**config.mk**
```make
export PLATFORM = sky130hd
export DESIGN_NAME = calc_display_driver_flat
export DESIGN_NICKNAME = d
export VERILOG_FILES = /design/src/rtl/calc_disp_pkg.sv /design/src/rtl/calc_display_driver_if.sv /design/src/rtl/calc_bin2bcd.sv /design/src/rtl/calc_display_driver.sv /design/src/flat_wrapper.sv
export SDC_FILE = /design/constraint.sdc
export NUM_CORES = 1
export LEC_CHECK = 0
export ABC_AREA = 1
export CAP_MARGIN = 10
export CORE_MARGIN = 5
export CORE_UTILIZATION = 50
export CTS_BUF_LIST = sky130_fd_sc_hd__clkbuf_16
export DETAILED_ROUTE_END_ITERATION = 10
export PLACE_DENSITY = 0.74
export SETUP_SLACK_MARGIN = 0.02
export SLEW_MARGIN = 20
export SYNTH_ARGS = -nofsm -noshare
export SYNTH_HDL_FRONTEND = slang
export SYNTH_SLANG_ARGS = --single-unit
```
**constraint.sdc**
```tcl
create_clock -name clk -period 5 [get_ports clk]
set_input_delay 1 -clock clk [delete_from_list [all_inputs] [get_ports clk]]
set_output_delay 1 -clock clk [all_outputs]
set_load 0.01 [all_outputs]
```
**src/rtl/calc_disp_pkg.sv**
```systemverilog
// rtl/calc_disp_pkg.sv - shared types and glyph constants for the calculator display driver
package calc_disp_pkg;

    typedef enum logic [1:0] {
        IDLE  = 2'd0,
        SHIFT = 2'd1,
        DONE  = 2'd2
    } state_t;

    localparam int NUM_POS = 6;
    localparam int NUM_BCD = 5;

    // Segment order is {g,f,e,d,c,b,a}
    localparam logic [6:0] SEG_DIGIT [10] = '{
        7'h3F, 7'h06, 7'h5B, 7'h4F, 7'h66,
        7'h6D, 7'h7D, 7'h07, 7'h7F, 7'h6F
    };
    localparam logic [6:0] SEG_MINUS = 7'h40;
    localparam logic [6:0] SEG_BLANK = 7'h00;

    function automatic logic [6:0] digit_glyph(input logic [3:0] d);
        return (d <= 4'd9) ? SEG_DIGIT[d] : SEG_BLANK;
    endfunction

endpackage

```
**src/rtl/calc_display_driver_if.sv**
```systemverilog
// rtl/calc_display_driver_if.sv - result/status and display signals of the display driver
interface calc_display_driver_if;
    import calc_disp_pkg::*;

    logic signed [15:0]        value_in;
    logic                      load;
    logic                      busy;
    logic                      valid;
    logic                      neg;
    logic [4*NUM_BCD-1:0]      bcd;
    logic [6:0]                seg;
    logic [NUM_POS-1:0]        an;

    modport master (
        output value_in, load,
        input  busy, valid, neg, bcd, seg, an
    );

    modport slave (
        input  value_in, load,
        output busy, valid, neg, bcd, seg, an
    );

endinterface

```
**src/rtl/calc_bin2bcd.sv**
```systemverilog
// rtl/calc_bin2bcd.sv - sequential double-dabble of a signed 16-bit value into sign + 5 BCD digits
module calc_bin2bcd
    import calc_disp_pkg::*;
(
    input  logic                  clk,
    input  logic                  nRST,
    input  logic                  start,
    input  logic signed [15:0]    value_in,
    output logic                  busy,
    output logic                  done,
    output logic                  neg,
    output logic [4*NUM_BCD-1:0]  bcd
);

    state_t               state;
    state_t               next_state;
    logic [3:0]           cnt;
    logic [15:0]          mag;
    logic [4*NUM_BCD-1:0] bcd_work;
    logic [4*NUM_BCD-1:0] bcd_adj;
    logic                 sign;
    logic [15:0]          vin_u;

    assign vin_u = value_in;

    always_ff @(posedge clk or negedge nRST) begin
        if (!nRST) begin
            state <= IDLE;
        end else begin
            state <= next_state;
        end
    end

    always_comb begin
        next_state = state;
        case (state)
            IDLE:    if (start) next_state = SHIFT;
            SHIFT:   if (cnt == 4'd15) next_state = DONE;
            DONE:    next_state = IDLE;
            default: next_state = IDLE;
        endcase
    end

    always_comb begin
        busy = (state == SHIFT) || (state == DONE);
        done = (state == DONE);
    end

    // Add-3 correction applied before each shift keeps every nibble a valid decimal digit
    always_comb begin
        bcd_adj = bcd_work;
        for (int i = 0; i < NUM_BCD; i++) begin
            if (bcd_work[4*i +: 4] >= 4'd5) begin
                bcd_adj[4*i +: 4] = bcd_work[4*i +: 4] + 4'd3;
            end
        end
    end

    always_ff @(posedge clk or negedge nRST) begin
        if (!nRST) begin
            cnt      <= '0;
            mag      <= '0;
            bcd_work <= '0;
            sign     <= 1'b0;
        end else begin
            case (state)
                IDLE: begin
                    if (start) begin
                        // Two's-complement negate; -32768 maps to 0x8000 unsigned, which is exact
                        mag      <= vin_u[15] ? (~vin_u + 16'd1) : vin_u;
                        sign     <= vin_u[15];
                        bcd_work <= '0;
                        cnt      <= '0;
                    end
                end
                SHIFT: begin
                    {bcd_work, mag} <= {bcd_adj[4*NUM_BCD-2:0], mag, 1'b0};
                    cnt             <= cnt + 4'd1;
                end
                default: ;
            endcase
        end
    end

    assign neg = sign;
    assign bcd = bcd_work;

endmodule

```
**src/rtl/calc_display_driver.sv**
```systemverilog
// rtl/calc_display_driver.sv - load edge detect, result hold registers and multiplexed 7-segment scan
module calc_display_driver
    import calc_disp_pkg::*;
#(
    parameter int REFRESH_DIV    = 1000,
    parameter int SEG_ACTIVE_LOW = 0
) (
    input  logic                  clk,
    input  logic                  nRST,
    calc_display_driver_if.slave  bus
);

    localparam int CW = (REFRESH_DIV > 2) ? $clog2(REFRESH_DIV) : 1;

    logic                 load_q;
    logic                 start;
    logic                 conv_busy;
    logic                 conv_done;
    logic                 conv_neg;
    logic [4*NUM_BCD-1:0] conv_bcd;

    logic                 valid_r;
    logic                 neg_r;
    logic [4*NUM_BCD-1:0] bcd_r;

    logic [CW-1:0]        ref_cnt;
    logic [2:0]           idx;
    logic [2:0]           msd;
    logic [3:0]           pos_digit;
    logic [6:0]           seg_next;
    logic [NUM_POS-1:0]   an_next;
    logic [6:0]           seg_r;
    logic [NUM_POS-1:0]   an_r;

    assign start = bus.load & ~load_q;

    calc_bin2bcd u_bin2bcd (
        .clk      (clk),
        .nRST     (nRST),
        .start    (start),
        .value_in (bus.value_in),
        .busy     (conv_busy),
        .done     (conv_done),
        .neg      (conv_neg),
        .bcd      (conv_bcd)
    );

    // Displayed value only changes on completion, never mid-conversion
    always_ff @(posedge clk or negedge nRST) begin
        if (!nRST) begin
            load_q  <= 1'b0;
            valid_r <= 1'b0;
            neg_r   <= 1'b0;
            bcd_r   <= '0;
        end else begin
            load_q <= bus.load;
            if (conv_done) begin
                valid_r <= 1'b1;
                neg_r   <= conv_neg;
                bcd_r   <= conv_bcd;
            end
        end
    end

    always_ff @(posedge clk or negedge nRST) begin
        if (!nRST) begin
            ref_cnt <= '0;
            idx     <= '0;
        end else if (ref_cnt == CW'(REFRESH_DIV - 1)) begin
            ref_cnt <= '0;
            idx     <= (idx == 3'(NUM_POS - 1)) ? 3'd0 : idx + 3'd1;
        end else begin
            ref_cnt <= ref_cnt + CW'(1);
        end
    end

    always_comb begin
        msd = 3'd0;
        for (int i = 1; i < NUM_BCD; i++) begin
            if (bcd_r[4*i +: 4] != 4'd0) msd = 3'(i);
        end
    end

    always_comb begin
        case (idx)
            3'd0:    pos_digit = bcd_r[3:0];
            3'd1:    pos_digit = bcd_r[7:4];
            3'd2:    pos_digit = bcd_r[11:8];
            3'd3:    pos_digit = bcd_r[15:12];
            3'd4:    pos_digit = bcd_r[19:16];
            default: pos_digit = 4'd0;
        endcase
    end

    // Leading-zero blanking; the minus sits just left of the most significant digit
    always_comb begin
        seg_next = SEG_BLANK;
        if (idx <= msd) begin
            seg_next = digit_glyph(pos_digit);
        end else if ((idx == msd + 3'd1) && neg_r) begin
            seg_next = SEG_MINUS;
        end
        an_next = valid_r ? (NUM_POS'(1) << idx) : '0;
    end

    always_ff @(posedge clk or negedge nRST) begin
        if (!nRST) begin
            seg_r <= SEG_BLANK;
            an_r  <= '0;
        end else begin
            seg_r <= valid_r ? seg_next : SEG_BLANK;
            an_r  <= an_next;
        end
    end

    assign bus.busy  = conv_busy;
    assign bus.valid = valid_r;
    assign bus.neg   = neg_r;
    assign bus.bcd   = bcd_r;
    assign bus.seg   = (SEG_ACTIVE_LOW != 0) ? ~seg_r : seg_r;
    assign bus.an    = (SEG_ACTIVE_LOW != 0) ? ~an_r  : an_r;

endmodule

```
**src/flat_wrapper.sv**
```systemverilog
// flat-port wrapper written by rule: the top's interface ports become plain ports
module calc_display_driver_flat import calc_disp_pkg::*;
#(
    parameter int REFRESH_DIV    = 1000,
    parameter int SEG_ACTIVE_LOW = 0
)
  (clk, nRST, bus_value_in, bus_load, bus_busy, bus_valid, bus_neg, bus_bcd, bus_seg, bus_an);
  calc_display_driver_if bus_i ();
  input  logic clk;
  input  logic nRST;
  input wire logic [$bits(bus_i.value_in)-1:0] bus_value_in;
  input wire logic [$bits(bus_i.load)-1:0] bus_load;
  output wire logic [$bits(bus_i.busy)-1:0] bus_busy;
  output wire logic [$bits(bus_i.valid)-1:0] bus_valid;
  output wire logic [$bits(bus_i.neg)-1:0] bus_neg;
  output wire logic [$bits(bus_i.bcd)-1:0] bus_bcd;
  output wire logic [$bits(bus_i.seg)-1:0] bus_seg;
  output wire logic [$bits(bus_i.an)-1:0] bus_an;
  assign bus_i.value_in = bus_value_in;
  assign bus_i.load = bus_load;
  assign bus_busy = bus_i.busy;
  assign bus_valid = bus_i.valid;
  assign bus_neg = bus_i.neg;
  assign bus_bcd = bus_i.bcd;
  assign bus_seg = bus_i.seg;
  assign bus_an = bus_i.an;
  calc_display_driver #(.REFRESH_DIV(REFRESH_DIV), .SEG_ACTIVE_LOW(SEG_ACTIVE_LOW)) u_core (.clk(clk), .nRST(nRST), .bus(bus_i));
endmodule
```
==> results.json, run 1 <==
{
  "status": "finished clean",
  "ctsHoldBuffers": 0,
  "viasPerCell": 5.38,
  "yosys.area.top_type": "dfrtp_1",
  "wl_per_cell_um": 14.0,
  "max_cap_viol_count": 0,
  "htree_levels": 3,
  "firstDrtPassIters": 6,
  "async_flop_share_pct": 100,
  "nNetsFinal": 694,
  "start_util_pct": 51.3,
  "endpoint_kind": "flop",
  "setup_violations": 0,
  "grt_max_degree": 48,
  "vias": 4248,
  "cts_root_buf": "clkbuf_16",
  "synth_cells": 603,
  "hold_class": "flop to flop",
  "gp_congestion": 0.916,
  "synth_edf_count": 0,
  "syn-num-nets": 646,
  "post-route-period-util_pct": 62.0,
  "setup-tns-final_ns": 0,
  "drc_errors": 0,
  "finalCriticalPeriod_ns": 3.10,
  "placeableCoreArea_um2": 9770,
  "die_y_um": 110,
  "slowest_delay_ns": 0.85,
  "port_buffers": 54,
  "antenna_left": 0,
  "cp_cell_sequence": "inv_1 > ha_1 > inv_2 > o21ai_2 > buf_4 > inv_2 > nor2_1 > nand3_1 > xor2_1 > nor2_1",
  "p_sw_share_pct": 37.2,
  "overflow": 0,
  "ys_dominant_reg_cell": "dfrtp_1",
  "drive_above_1_share_pct": 8.08,
  "clock_path_buffers": 2,
  "final-instance-count-excl-fill": 789,
  "avgSynthCellArea_um2": 8.31,
  "mappedNetlistArea_um2": 5010,
  "dieArea_um2": 12100,
  "synth.area.top_cells": "dfrtp_1 46%, nand2_1 8.2%, o21ai_0 6.4%",
  "drv_slew": 0,
  "p_leak_nw": 2.72,
  "cts_tree": "yes",
  "rsz0062_at_grt": "no",
  "yosysSeqAreaShare_pct": 45.9,
  "crit_arrival_ns": 3.32,
  "hold_violations": 0,
  "row_count": 36,
  "post_cts_resized": 0,
  "drt_iter0_markers": 291,
  "dpl.hpwl_mm": 8.17,
  "n_antenna_cell": 0,
  "pwr-share-comb_pct": 34.5,
  "synth_top_area_share_pct": 45.9,
  "timing.slew.headroom_pct": 29.7,
  "ys_types": 45,
  "cp-start-kind": "flop",
  "cts.sinks": 92,
  "cts_buffers": 9,
  "cp_num_buf_inv": 4,
  "powerDensity_nw_per_um2": 415,
  "synth_warnings": 0,
  "ys_seq_elements": 92,
  "dieWidth_um": 110,
  "grt_usage_pct": 19.2,
  "required_ns": 5.22,
  "first_global_vias": 4143,
  "pwr-share-seq_pct": 39.3,
  "grt_pass1_wl_mm": 18.6,
  "fmax_mhz": 322,
  "pin_count": 55,
  "p_switching_uw": 914,
  "clk_latency_ns": 0.34,
  "post_cts_buffers": 0,
  "p_int_mw": 1.54,
  "worstMarginPinSlew_ns": 1.06,
  "critPathSlowestCell": "ha_1",
  "clkTransAtPathRegs_ns": 0.07,
  "totalWireLength_mm": 11.0,
  "p_clk_share_pct": 26.2,
  "crit_fanout": 40,
  "cpLargestDelayFamily": "buffers and inverters",
  "syn_to_final_growth_pct": 18.1,
  "dp.cells": 773,
  "vdd_drop_max_v": 0.000369,
  "antenna_found_initial": 0,
  "fin_skew_ns": 0.00638,
  "path_class": "flop to flop"
}
layout by cell type, fill, tap and decap left out, drive strengths merged, types with 6 or more instances in the layout:
cell type,n
a21oi,27
clkbuf,9
clkdlybuf4s50,53
dfrtp,92
ha,24
inv,85
nand2,117
nand3,30
nand4,9
nor2,63
nor3,9
o21ai,70
o22ai,7
o32ai,12
or2,6
xor2,14
worst reg2reg max path: cells and delay by family, from the launching register on:
| family | cells | cell delay [ns] |
|---|---|---|
| AO/OA/AOI/OAI | 1 | 0.22 |
| adder cells (fa/ha/maj) | 1 | 0.85 |
| XOR/XNOR | 1 | 0.15 |
| AND/OR/NAND/NOR | 3 | 0.33 |
| buffers and inverters | 4 | 1.03 |
| flip-flops | 1 | 0.40 |
power groups by stage:
stage,logic [mW],registers (mW),clock network (mW)
2_1_floorplan,0.592,0.973,0
3_3_place_gp,0.815,0.975,0
3_5_place_dp,0.847,0.976,0
4_1_cts,0.850,0.964,0.659
5_1_grt,0.965,0.978,0.688
6_report,0.848,0.966,0.643
per-stage QoR:
step	setup slack (ns)	utilization (%)	total power, mW	cell area, um^2	hold WS, ns
global route	1.61	60.5	2.63	5920	0.502
CTS	1.92	60.5	2.47	5920	0.464
detailed placement	1.94	57.6	1.82	5630	0.455
global placement	2.02	57.6	1.79	5630	0.440
floorplan	2.97	-	1.57	5010	0.425
finish	1.90	60.5	2.46	5920	0.458
synthesized netlist by cell type, types with 6 or more instances:
master    count
ha_1         24
o22ai_1       7
inv_2         6
o32ai_1      12
a21oi_1      27
dfrtp_1      92
nand2_1     110
xor2_1       14
nand4_1       9
nor3_1        6
clkbuf_1      9
inv_1        74
o21ai_0      64
nor2_1       57
buf_2         6
nand3_1      27
final timing paths:
check	to	depth (start not counted)	from	slack, ns
min in group asynchronous	u_core.ref_cnt[6]$_DFF_PN0_	1	nRST	0.67
worst max register to register	u_core.u_bin2bcd.cnt[3]$_DFFE_PN0P_	10	u_core.u_bin2bcd.state[1]$_DFFE_PN0P_	1.90
max in group asynchronous	u_core.bus.bcd[14]$_DFFE_PN0N_	2	nRST	3.33
worst min-delay path	u_core.ref_cnt[0]$_DFF_PN0_	1	u_core.ref_cnt[0]$_DFF_PN0_	0.46
worst min register to register	u_core.ref_cnt[0]$_DFF_PN0_	1	u_core.ref_cnt[0]$_DFF_PN0_	0.46
worst max-delay path	u_core.u_bin2bcd.cnt[3]$_DFFE_PN0P_	10	u_core.u_bin2bcd.state[1]$_DFFE_PN0P_	1.90
layout make-up:
class	count	area, um^2
Fill cell	880	3860
Sequential cell	92	2300
Multi-Input combinational cell	409	2290
Timing Repair Buffer	56	553
Inverter	83	319
Clock buffer	9	225
Tap cell	133	166
Clock inverter	7	58.8
flip-flops by register name, summed over array words and instances (netlist names), 3 cells and up:
name                  count
u_core.u_bin2bcd.mag     16
u_core.bus.an             6
u_core.bus.seg            7
u_core.ref_cnt           10
u_core.u_bin2bcd.bcd     20
u_core.bus.bcd           20
u_core.idx                3
u_core.u_bin2bcd.cnt      4
cells by family (layout without fill, tap and decap cells):
group | count (synthesis) | count (layout) | synth area share (%)
adders and majority gates | 24 | 24 | 5.99
DFF | 92 | 92 | 45.9
AOI/OAI and AO/OA | 128 | 128 | 14.7
and+or+nand+nor | 242 | 242 | 22.4
xor gates and xnor gates | 15 | 15 | 2.62
buffers and inverters | 102 | 155 | 8.31
per-layer routing:
layer	GRT usage, %	part of all wire, %
met2	32.8	48
met5	0	0
met3	2.80	4.9
met1	24.2	45
met4	8.27	1.7
No activity file was read; power rests on OpenSTA's default activity.
==> run 2: changes to the inputs <==
==> constraint.sdc (replaced) <==
create_clock -name clk -period 3.06 [get_ports clk]
set_input_delay 0.612 -clock clk [delete_from_list [all_inputs] [get_ports clk]]
set_output_delay 0.612 -clock clk [all_outputs]
set_load 0.01 [all_outputs]
==> run 2 against run 1 <==
Sequential share of layout area down 0.33 points. Setup slack got worse by 1.0 ns. Clock power is 79% higher. Register-to-register slack worse by 0.99 ns. Flip-flop and latch count did not move.
==> results.json, run 2 (synthesis gave the netlist of run 1 again) <==
{
  "status": "finished clean",
  "drt_iter0_markers": 287,
  "hold_class": "input port to asynchronous set/reset pin",
  "grt_usage_pct": 19.7,
  "total_power_mw": 4.12,
  "setup-tns-final_ns": 0,
  "post_cts_buffers": 0,
  "setup_violations": 0,
  "worstReg2RegStart": "u_core.bus.bcd[18]$_DFFE_PN0N_",
  "start_util_pct": 51.3,
  "drv_slew": 0,
  "cp-start-kind": "flop",
  "nNetsFinal": 696,
  "fmax_mhz": 454,
  "syn_to_final_growth_pct": 19.1,
  "grt_max_degree": 55,
  "finalCriticalPeriod_ns": 2.20,
  "htree_levels": 3,
  "gp_congestion": 0.924,
  "timing.slew.headroom_pct": 54.5,
  "vdd_drop_max_v": 0.000673,
  "firstDrtPassIters": 4,
  "overflow": 0,
  "reg2reg_depth": 12,
  "required_ns": 2.45,
  "pin_count": 55,
  "reg2reg_to": "u_core.bus.seg[3]$_DFF_PN0_",
  "clk_latency_ns": 0.33,
  "die_y_um": 110,
  "totalWireLength_mm": 10.9,
  "powerDensity_nw_per_um2": 690,
  "ctsHoldBuffers": 0,
  "crit_arrival_ns": 1.59,
  "antenna_found_initial": 0,
  "row_count": 36,
  "vias": 4215,
  "path_class": "flop to output pin",
  "clkTransAtPathRegs_ns": 0.06,
  "worstMarginPinSlew_ns": 0.682,
  "fin_skew_ns": 0.00801,
  "dieArea_um2": 12100,
  "placeableCoreArea_um2": 9770,
  "viasPerCell": 5.33,
  "antenna_left": 0,
  "cts.sinks": 92,
  "hold_violations": 0,
  "drive_above_1_share_pct": 8.05,
  "wl_per_cell_um": 13.7,
  "grt_pass1_wl_mm": 19.1,
  "post-route-period-util_pct": 72.0,
  "endpoint_kind": "output pin",
  "crit_fanout": 3,
  "rsz0062_at_grt": "no",
  "final_common_cell": "nand2_1",
  "cts_root_buf": "clkbuf_16",
  "first_global_vias": 4175,
  "post_cts_resized": 0,
  "port_buffers": 54,
  "cts_buffers": 9,
  "r2r_slack_ns": 0.91,
  "p_leak_nw": 2.76,
  "cts_tree": "yes",
  "n_antenna_cell": 0,
  "clock_path_buffers": 2,
  "dpl.hpwl_mm": 8.06,
  "drc_errors": 0,
  "dieWidth_um": 110,
  "final_cell_mix": "110 x nand2_1, 92 x dfrtp_1, 75 x inv_1",
  "max_cap_viol_count": 0
}
[run 2: layer usage]
| layer | vias to the layer above | part of all wire [%] | global-route usage (%) |
|---|---|---|---|
| met2 | 132 | 47 | 32.6 |
| met1 | 1962 | 45 | 25.8 |
| li1 | 2104 | - | - |
| met3 | 17 | 5.8 | 3.84 |
| met5 | - | 0 | 0 |
| met4 | 0 | 1.8 | 7.30 |
[run 2: layout make-up]
| type | instances | area [um^2] |
|---|---|---|
| Fill cell | 843 | 3810 |
| Sequential cell | 92 | 2300 |
| Multi-Input combinational cell | 409 | 2290 |
| Timing Repair Buffer | 58 | 581 |
| Inverter | 83 | 319 |
| Clock buffer | 9 | 225 |
| Tap cell | 133 | 166 |
| Clock inverter | 7 | 82.6 |
[run 2: worst max-delay path by stage]
stage / start / to / slack, ns
6_report: u_core.u_bin2bcd.state[0]$_DFFE_PN0P_ / bus_busy / 0.86
4_1_cts: u_core.u_bin2bcd.state[0]$_DFFE_PN0P_ / bus_busy / 0.83
5_1_grt: u_core.bus.bcd[8]$_DFFE_PN0N_ / u_core.bus.seg[6]$_DFF_PN0_ / 0.60
3_5_place_dp: bus_load / u_core.u_bin2bcd.bcd[8]$_DFFE_PN0P_ / 0.67
2_1_floorplan: u_core.bus.bcd[9]$_DFFE_PN0N_ / u_core.bus.seg[0]$_DFF_PN0_ / 1.21
3_3_place_gp: bus_value_in[0] / u_core.u_bin2bcd.mag[14]$_DFFE_PN0P_ / 0.77
[run 2: power breakdown]
part	leakage [nW]	internal [mW]	total, mW	switching, mW
combinational	1.41	0.522	1.39	0.866
clock	0.158	0.705	1.15	0.445
sequential	1.20	1.45	1.58	0.131
total	2.76	2.68	4.12	1.44
[run 2: critical path, stage by stage, from the launching register on]
cell and delay, ns:
dfrtp_1 0.37, inv_1 0.08, ha_1 0.28, clkdlybuf4s50_1 0.53
[run 2: metrics by stage]
step | setup slack, ns | hold slack (ns) | area, um^2 | instances | util [%]
after floorplan | 1.21 | 0.316 | 5010 | 603 | -
after global placement | 0.770 | 0.439 | 5660 | 775 | 57.9
after detailed placement | 0.670 | 0.465 | 5660 | 775 | 57.9
after CTS | 0.826 | 0.347 | 5970 | 791 | 61.1
after global routing | 0.598 | 0.384 | 5970 | 791 | 61.1
final | 0.857 | 0.324 | 5970 | 791 | 61.1
